<file path="src/rtl/cyclic_sr_loader_pkg.sv">
// cyclic_sr_pkg -- shared definitions for the cyclic shift-register loader.
//   state_t    : loader FSM encoding (IDLE/LOAD/ROTATE)
//   DEF_WIDTH  : default word width, shared with the shift register stage
//   cnt_w()    : width of a down-counter that must hold n-1 (min 1 bit)
package cyclic_sr_pkg;

  localparam int DEF_WIDTH = 4;

  typedef enum logic [1:0] {
    ST_IDLE   = 2'd0,
    ST_LOAD   = 2'd1,
    ST_ROTATE = 2'd2
  } state_t;

  function automatic int cnt_w(input int n);
    return (n > 1) ? $clog2(n) : 1;
  endfunction

endpackage

</file>
<file path="src/rtl/cyclic_sr_loader_if.sv">
// cyclic_sr_loader_if -- word input handshake into the loader.
//   in_data  : word to enqueue (master -> slave)
//   in_valid : in_data valid this cycle (master -> slave)
//   in_ready : loader can take a word this cycle (slave -> master)
interface cyclic_sr_loader_if
  import cyclic_sr_pkg::*;
#(
  parameter int WIDTH = DEF_WIDTH
);
  logic [WIDTH-1:0] in_data;
  logic             in_valid;
  logic             in_ready;

  modport master (output in_data, output in_valid, input in_ready);
  modport slave  (input in_data, input in_valid, output in_ready);
endinterface

</file>
<file path="src/rtl/cyclic_sr_loader_fifo.sv">
// sync_fifo -- single-clock FIFO with registered occupancy.
//   clk, reset : clock, async active-low reset
//   clr        : synchronous clear (pointers and level to 0, wins over push/pop)
//   push/din   : write din when not full
//   pop/dout   : dout is the head word; pop advances it when not empty
//   level      : occupancy 0..DEPTH; full/empty decoded from it
// DEPTH must be a power of 2 (>= 2) so pointers wrap naturally.
module sync_fifo #(
  parameter int WIDTH = 4,
  parameter int DEPTH = 4
) (
  input  logic                     clk,
  input  logic                     reset,
  input  logic                     clr,
  input  logic                     push,
  input  logic                     pop,
  input  logic [WIDTH-1:0]         din,
  output logic [WIDTH-1:0]         dout,
  output logic [$clog2(DEPTH):0]   level,
  output logic                     full,
  output logic                     empty
);
  localparam int AW = $clog2(DEPTH);

  logic [WIDTH-1:0] mem [DEPTH];
  logic [AW-1:0]    wptr, rptr;
  logic             do_push, do_pop;

  assign full    = (level == (AW+1)'(DEPTH));
  assign empty   = (level == '0);
  assign do_push = push & ~full;
  assign do_pop  = pop & ~empty;
  assign dout    = mem[rptr];

  always_ff @(posedge clk or negedge reset) begin
    if (!reset) begin
      wptr  <= '0;
      rptr  <= '0;
      level <= '0;
    end else if (clr) begin
      wptr  <= '0;
      rptr  <= '0;
      level <= '0;
    end else begin
      if (do_push) wptr <= wptr + AW'(1);
      if (do_pop)  rptr <= rptr + AW'(1);
      level <= level + (AW+1)'(do_push) - (AW+1)'(do_pop);
    end
  end

  // Storage carries no reset; contents are only observed after a write.
  always_ff @(posedge clk) begin
    if (do_push && !clr) mem[wptr] <= din;
  end

endmodule

</file>
<file path="src/rtl/cyclic_sr_loader.sv">
// cyclic_sr_loader -- feeds a cyclic parallel-in shift register.
// Words arrive over a valid/ready handshake, are buffered in sync_fifo, then
// each word is presented on D with en=1 for one cycle (parallel load) followed
// by ROT_CYCLES cycles of en=0 (rotate). Back-to-back words load with no gap.
//   clk, reset : clock, async active-low reset
//   flush      : (only with `define CYCLIC_LOADER_FLUSH_EN) sync clear of FIFO+FSM
//   bus        : in_data/in_valid/in_ready handshake (slave modport)
//   D, en      : registered parallel data / load select to the shift register
//   busy       : FSM not idle (registered)
//   level      : FIFO occupancy
module cyclic_sr_loader
  import cyclic_sr_pkg::*;
#(
  parameter int WIDTH      = DEF_WIDTH,
  parameter int DEPTH      = 4,
  parameter int ROT_CYCLES = 4
) (
  input  logic                   clk,
  input  logic                   reset,
`ifdef CYCLIC_LOADER_FLUSH_EN
  input  logic                   flush,
`endif
  cyclic_sr_loader_if.slave      bus,
  output logic [WIDTH-1:0]       D,
  output logic                   en,
  output logic                   busy,
  output logic [$clog2(DEPTH):0] level
);
  localparam int RW = cnt_w(ROT_CYCLES);

  state_t           state, state_nxt;
  logic [RW-1:0]    rot_cnt, rot_nxt;
  logic [WIDTH-1:0] d_nxt, head;
  logic             en_nxt, pop, fifo_full, fifo_empty, push, flush_i;

`ifdef CYCLIC_LOADER_FLUSH_EN
  assign flush_i = flush;
`else
  assign flush_i = 1'b0;
`endif

  // in_ready comes from the registered level only; no path from in_valid.
  assign bus.in_ready = ~fifo_full;
  assign push         = bus.in_valid & ~fifo_full;

  sync_fifo #(.WIDTH(WIDTH), .DEPTH(DEPTH)) u_fifo (
    .clk   (clk),
    .reset (reset),
    .clr   (flush_i),
    .push  (push),
    .pop   (pop),
    .din   (bus.in_data),
    .dout  (head),
    .level (level),
    .full  (fifo_full),
    .empty (fifo_empty)
  );

  // State register (with the registered outputs that move alongside it).
  always_ff @(posedge clk or negedge reset) begin
    if (!reset) begin
      state   <= ST_IDLE;
      D       <= '0;
      en      <= 1'b0;
      busy    <= 1'b0;
      rot_cnt <= '0;
    end else begin
      state   <= state_nxt;
      D       <= d_nxt;
      en      <= en_nxt;
      busy    <= (state_nxt != ST_IDLE);
      rot_cnt <= rot_nxt;
    end
  end

  // Next state.
  always_comb begin
    state_nxt = state;
    case (state)
      ST_IDLE:   if (!fifo_empty) state_nxt = ST_LOAD;
      ST_LOAD:   state_nxt = ST_ROTATE;
      ST_ROTATE: if (rot_cnt == '0) state_nxt = fifo_empty ? ST_IDLE : ST_LOAD;
      default:   state_nxt = ST_IDLE;
    endcase
    if (flush_i) state_nxt = ST_IDLE;
  end

  // Outputs: pop strobe and next values of D/en/rot_cnt.
  always_comb begin
    pop     = 1'b0;
    d_nxt   = D;
    en_nxt  = 1'b0;
    rot_nxt = rot_cnt;
    case (state)
      ST_IDLE: begin
        if (!fifo_empty) begin
          pop    = 1'b1;
          d_nxt  = head;
          en_nxt = 1'b1;
        end
      end
      ST_LOAD: rot_nxt = RW'(ROT_CYCLES - 1);
      ST_ROTATE: begin
        if (rot_cnt != '0) begin
          rot_nxt = rot_cnt - RW'(1);
        end else if (!fifo_empty) begin
          // Next word loads straight out of ROTATE, no idle cycle.
          pop    = 1'b1;
          d_nxt  = head;
          en_nxt = 1'b1;
        end
      end
      default: ;
    endcase
    if (flush_i) begin
      pop     = 1'b0;
      d_nxt   = D;
      en_nxt  = 1'b0;
      rot_nxt = '0;
    end
  end

endmodule

</file>
<file path="src/flat_wrapper.sv">
// flat-port wrapper written by rule: the top's interface ports become plain ports
module cyclic_sr_loader_flat import cyclic_sr_pkg::*;
#(
  parameter int WIDTH      = DEF_WIDTH,
  parameter int DEPTH      = 4,
  parameter int ROT_CYCLES = 4
)
  (clk, reset, D, en, busy, level, bus_in_data, bus_in_valid, bus_in_ready);
  cyclic_sr_loader_if #(.WIDTH(WIDTH)) bus_i ();
  input  logic clk;
  input  logic reset;
  output logic [WIDTH-1:0] D;
  output logic en;
  output logic busy;
  output logic [$clog2(DEPTH):0] level;
  input wire logic [$bits(bus_i.in_data)-1:0] bus_in_data;
  input wire logic [$bits(bus_i.in_valid)-1:0] bus_in_valid;
  output wire logic [$bits(bus_i.in_ready)-1:0] bus_in_ready;
  assign bus_i.in_data = bus_in_data;
  assign bus_i.in_valid = bus_in_valid;
  assign bus_in_ready = bus_i.in_ready;
  cyclic_sr_loader #(.WIDTH(WIDTH), .DEPTH(DEPTH), .ROT_CYCLES(ROT_CYCLES)) u_core (.clk(clk), .reset(reset), .bus(bus_i), .D(D), .en(en), .busy(busy), .level(level));
endmodule
</file>
<file path="config.mk">
export PLATFORM = sky130hd
export DESIGN_NAME = cyclic_sr_loader_flat
export DESIGN_NICKNAME = d
export VERILOG_FILES = /design/src/rtl/cyclic_sr_loader_pkg.sv /design/src/rtl/cyclic_sr_loader_if.sv /design/src/rtl/cyclic_sr_loader_fifo.sv /design/src/rtl/cyclic_sr_loader.sv /design/src/flat_wrapper.sv
export SDC_FILE = /design/constraint.sdc
export NUM_CORES = 1
export LEC_CHECK = 0
export ABC_AREA = 1
export BUFFER_PORTS_ARGS = -buffer_cell sky130_fd_sc_hd__buf_2
export CAP_MARGIN = 20
export CORE_UTILIZATION = 56
export CTS_CLUSTER_SIZE = 30
export DETAILED_ROUTE_END_ITERATION = 10
export PLACE_DENSITY = 0.86
export SLEW_MARGIN = 25
export SYNTH_ARGS = -nofsm -noshare
export SYNTH_HDL_FRONTEND = slang
export SYNTH_HIERARCHICAL = 1
export SYNTH_SLANG_ARGS = --single-unit
export TNS_END_PERCENT = 50
</file>
<file path="constraint.sdc">
create_clock -name clk -period 2.4 [get_ports clk]
set_input_delay 0.24 -clock clk [delete_from_list [all_inputs] [get_ports clk]]
set_output_delay 0.24 -clock clk [all_outputs]
set_load 0.05 [all_outputs]
</file>
# Yosys cells after proc, flatten, opt, wreduce, memory -nomap -nowiden
# Memory sizes are Yosys's and may differ from the RTL's.
# Cells that the tools add are included.
# totals
rom_bits	0
elab_cells	47
inputBits	7
ff_bits	17
ram_bits	16
n_memories	1
latch_bits	0
# classes
div	0
bitwise	5
eq_ne	5
shifts	0
muxes	14
n_reduce_logical	9
order_cmp	0
n_mul	0
n_addsub	5
# memory_table
memory	depth	width	rd	rd_ports_with_merged_regs	write_ports	line	text
u_core.u_fifo.mem	4	4	1	0	1	cyclic_sr_loader_fifo.sv:25	logic [WIDTH-1:0] mem [DEPTH];
# ops
cell	n
$mux W4	2
$pmux W4 S2	1
$reduce_bool A2 Y1	4
$mux W2	3
$pmux W2 S3	1
$mux W1	5
$add A2 B1 Y2 const B	2
$logic_not A2 Y1	2
$pmux W2 S2	1
$reduce_and A2 Y1	2
$add A3 B1 Y3	1
$and A1 B1 Y1	3
$eq A3 B3 Y1 const B	1
$logic_not A3 Y1	1
$sub A3 B1 Y3	1
$eq A2 B1 Y1 const B	1
$eq A2 B2 Y1 const B	1
$ne A2 B1 Y1 const B	1
$ne A2 B2 Y1 const B	1
$not A1 Y1	2
$pmux W1 S2	1
$sub A2 B1 Y2 const B	1

# Depth between registers and ports, before layout
# depth
ltp_word	6
mapped_depth	16

# Modules after synthesis
# The synthesis kept the hierarchy.
# by_module_without_submodules
module	area_per_inst_um2	cells_each	seq_area_each_um2	instances
sync_fifo	1076.0	101	655.6	1
cyclic_sr_loader	442.9	50	250.2	1

# Least setup slack after synthesis
# Ideal clock, no wire load.
# synth_path
path_kind	flip-flop to flip-flop
startpoint	register u_core.u_fifo.level[1]
endpoint	register u_core.u_fifo.level[2]
stages_incl_launch_ff	16
n_path_buf	0
setup_slack_ps	-96
setup_time_ps	119
period_less_slack_ps	2496
t_arrival_ps	2377
required_ps	2281
path_cell_list	dfrtp_1 > nor2_2 > nand2_2 > inv_1 > inv_1 > nand3_4 > inv_1 > nand2_1 > inv_1 > ha_1 > inv_1 > ha_1 > inv_1 > fa_1 > a21oi_1 > nor2_1
# synth_via
elab_chain_cells	6
elab_cells_between_ends	12
# synth_rtl
element	line	text
start: declaration	cyclic_sr_loader_fifo.sv:19	output logic [$clog2(DEPTH):0] level,
start signal: assignment	cyclic_sr_loader_fifo.sv:47	level <= level + (AW+1)'(do_push) - (AW+1)'(do_pop);
$logic_not A3 Y1 *	cyclic_sr_loader_fifo.sv:30	assign empty = (level == '0);
via u_core.fifo_empty	cyclic_sr_loader.sv:34	logic en_nxt, pop, fifo_full, fifo_empty, push, flush_i;
$mux W1 *	--	
$mux W1	--	
$pmux W1 S2 *	--	
via u_core.en_nxt	cyclic_sr_loader.sv:34	
$and A1 B1 Y1 *	cyclic_sr_loader_fifo.sv:32	assign do_pop = pop & ~empty;
$sub A3 B1 Y3 *	cyclic_sr_loader_fifo.sv:47	
# Mark *: on every way through the listed nets, which the timed path passes. The rest lies on a longest branch.
# A chain may end at the register's enable or synchronous reset.

# Worst setup path after layout
# layout_path
startpoint	register u_core.u_fifo.level[1]
endpoint	register u_core.u_fifo.level[1]
# The elaborated chain is that of the path after synthesis.

==> reports/results.txt <==
The slowest stage of the critical path is the fa_2 cell. For hold timing, the worst endpoint is u_core/u_fifo/mem[0][3]. The number of clock buffers added by TritonCTS is 5. The min-delay analysis places its worst path in the category input pin to register.

Entering global routing, the biggest net connects 18 pins. The power density over cell area is 1230 nW/um2. 17 I/O pins were placed.

The worst register-to-register path begins at u_core/u_fifo/level[1]. The worst hold path depth was 1; the area taken by flip-flops and latches was 910 um2. Number of H-tree levels: 2.

The run gives 0.0932 as the global-route track usage on met3. Total track usage: 0.234. The depth of the worst register-to-register path came out at 14. Counting along the longest clock path gives a buffer depth of 2. The worst register-to-register path ends at u_core/u_fifo/level[1]. TritonCTS built the clock tree. The via-per-instance ratio came out at 5.41.

Largest vdd supply drop: 1010 uV. On the final layout, the worst hold slack is 125 ps. The worst setup path is launched from a register.

The first global-routing pass estimated 4610 um of wire. STA classifies the critical path endpoint as a register. The post-route clock period utilization came out at 0.939.

The number of antenna diodes in the final layout is 0. The share of cells above drive strength 1 came out at 0.235. The clock transition at the registers of the reported paths was 100 ps; the effective utilization at floorplan was 0.602. The number of different library cells used by synthesis comes to 19.

For the synthesized netlist cell count, the log shows 151. The run finished with clean final reports. Together, buffers and inverters on the worst path number 6. At the worst endpoint, the arrival time is 2480 ps. The run gives 0.596 as the register area share after synthesis.

The initial antenna violation count came out at 0. After floorplanning, the core was sized to cover 2520 um2. The filler cells instantiated in the layout total 187. The number of synthesized register bits was 33. The number of failing hold endpoints at the final stage was 0. The met2 track demand over resource in global routing is 0.397. For the global placement routability congestion, the log shows 0.795. Across the run, the number of max-cap violations was 0.

On the worst path, the slowest cell contributes a delay of 520 ps. Dividing the synthesized area by the synthesized cell count gives 10.1 um2. The cell chosen for the clock root is clkbuf_4. The final critical path time including I/O delays and setup is 2250 ps. Number of buffers inserted by port buffering: 16. In this run, the number of DRC markers left after iteration 0 of detailed routing was 35.

The logs give 0 for the max-slew violation total from the final report and 1068 for the number of global-route vias before repair. In this run the horizontal extent of the chip is 54.1 um. Across the routed clock network, the largest skew measured is 1.96 ps. The leakage power is 0.842 nW. On the critical path the largest part of the delay comes from adder cells. The tools report the placed instance count as 198. By startpoint and endpoint, the worst setup path is classified as register to register.

Dividing the detail-routed wire length by the instance count gives 13.8 um. Walking the worst path, the cells encountered are nor2_4 > nand2_2 > inv_1 > inv_2 > nand3_4 > inv_2 > nand2_2 > inv_1 > ha_1 > inv_1 > ha_1 > inv_1 > fa_2 > nor2_1. In this run the remaining antenna-violating nets after routing total 0. From bottom edge to top edge, the die measures 54.1 um. The overall via count from detail_route was 1130.

Cell seen most often among critical-path stages: inv_1. After legalization and detailed placement, the total HPWL measured 2100 um. In the layout the commonest cells are inv_1 (22), nand2_1 (22), nor2_1 (18), buf_2 (16), edfxtp_1 (16). For this run, the post-layout net count is 193. The worst hold path begins at bus_in_data[3]. The total of warnings raised by yosys was 6; the number of sinks driven by the clock tree was 33.

The floorplan has 18 rows. The first TritonRoute pass finished after 4 iterations. At the worst endpoint, the required time is 2630 ps. The peak fanout along the critical path is 5.

In this run the cell area of the synthesized design comes to 1520 um2. The global routing stage identified its most utilized layer as met2. For flop-to-flop paths, the worst setup slack is 150 ps. The number of standard cells in the final layout excluding fillers is 209. In the final layout, the multi-input gates occupy 527 um2. Based on the critical path, the design can be clocked at up to 0.444 GHz. The total setup violations reported at the end of the flow is 0.

Clock latency on the worst-skew pair, taken at its later pin, is 320 ps. After global routing the overflow that remains totals 0. The die covers 2920 um2. The met1 capacity usage during global routing is 0.263. Relative to the synthesized area, the layout overhead comes to 14.0%.

The total DRC errors in the routed layout is 0, and the total wirelength of the detailed-routed design is 2880 um.
==> worst reg2reg max path: cells and delay by family, from the launching register on <==
kind                     cells  cell delay (ps)
buffers and inverters        6              350
flip-flops                   1              440
adder cells (fa/ha/maj)      3              930
AND/OR/NAND/NOR              5              450
==> logic make-up (layout without fill, tap and decap cells) <==
kind of cell,Yosys count,count (layout),share of synthesized area
adder cells (fa/ha/maj),8,8,0.0708
AND/OR/NAND/NOR,68,68,0.210
buffers and inverters,28,54,0.0741
flip-flops,33,33,0.596
other,1,3,0.00247
AO/OA/AOI/OAI,13,13,0.0461
==> cell usage after synthesis <==
library cell | number | area, um2
edfxtp_1 | 16 | 480
nand4_1 | 8 | 50.1
nor2_1 | 18 | 67.6
nand2_2 | 4 | 25.0
nand3_4 | 1 | 17.5
o21ai_0 | 8 | 40.0
or2_1 | 1 | 6.26
ha_1 | 7 | 87.6
o22ai_1 | 4 | 25.0
inv_1 | 25 | 93.8
nor2_2 | 1 | 6.26
fa_1 | 1 | 20.0
conb_1 | 1 | 3.75
a21oi_1 | 1 | 5.00
dfrtp_1 | 17 | 425
buf_6 | 1 | 11.3
nand3_1 | 12 | 60.1
inv_2 | 2 | 7.51
nand2_1 | 23 | 86.3
==> how the worst max path moves through the flow <==
stage,from,to,slack (ps),cells after the start
after floorplan,u_core/u_fifo/level[1],u_core/u_fifo/level[2],30,15
after global placement,u_core/u_fifo/level[1],u_core/u_fifo/level[2],90,15
after detailed placement,u_core/u_fifo/level[1],u_core/u_fifo/level[2],-20,15
after CTS,u_core/u_fifo/level[1],u_core/u_fifo/level[2],2,15
after global routing,u_core/rot_cnt[1],u_core/u_fifo/level[2],-5,16
final,u_core/u_fifo/level[1],u_core/u_fifo/level[1],150,14
==> power breakdown <==
group	internal (mW)	leakage, nW	total, mW	switching [mW]
Combinational	0.291	0.453	0.983	0.692
Clock	0.111	0.0320	0.292	0.180
Sequential	0.735	0.357	0.848	0.113
==> flip-flops by register name, indices dropped and copies added (netlist names) <==
| name | flops |
|---|---|
| u_core/rot_cnt | 2 |
| u_core/u_fifo/wptr | 2 |
| u_core/state | 2 |
| u_core/busy | 1 |
| u_core/en | 1 |
| u_core/u_fifo/mem | 16 |
| u_core/u_fifo/rptr | 2 |
| u_core/D | 4 |
| u_core/u_fifo/level | 3 |
==> through the flow <==
step | area [um2] | setup TNS (ps) | power, mW | setup WS, ps | util
global placement | 1640 | 0 | 1.72 | 91.5 | 0.649
finish | 1730 | 0 | 2.12 | 146 | 0.687
global route | 1730 | -4.87 | 2.29 | -4.87 | 0.687
floorplan | 1530 | 0 | 1.57 | 26.5 | -
CTS | 1700 | 0 | 2.07 | 1.70 | 0.675
detailed placement | 1640 | -17.2 | 1.78 | -17.2 | 0.649
==> area by class of cell <==
| cell class | count | share of cell area |
|---|---|---|
| well taps | 30 | 0.0217 |
| flip-flops and latches | 33 | 0.525 |
| clock inverters | 2 | 0.00578 |
| repair buffers | 19 | 0.0607 |
| multi-input cells | 92 | 0.304 |
| inverters | 27 | 0.0585 |
| clock buffers | 6 | 0.0238 |
==> per-layer routing <==
layer	part of all wire	wire, um
met4	0.015	42
met2	0.53	1520
met5	0	0
met1	0.40	1160
met3	0.055	158
==> timing repair <==
item                                    CTS  global route
pin swaps                                 0             1
gates resized for setup                   1             7
hold endpoints to repair                 17             0
gates cloned                              0             0
hold buffers                              1             0
endpoints found under the setup margin    1             2
setup buffers                             0             2
Note: power is estimated with default switching activity, not from simulation.
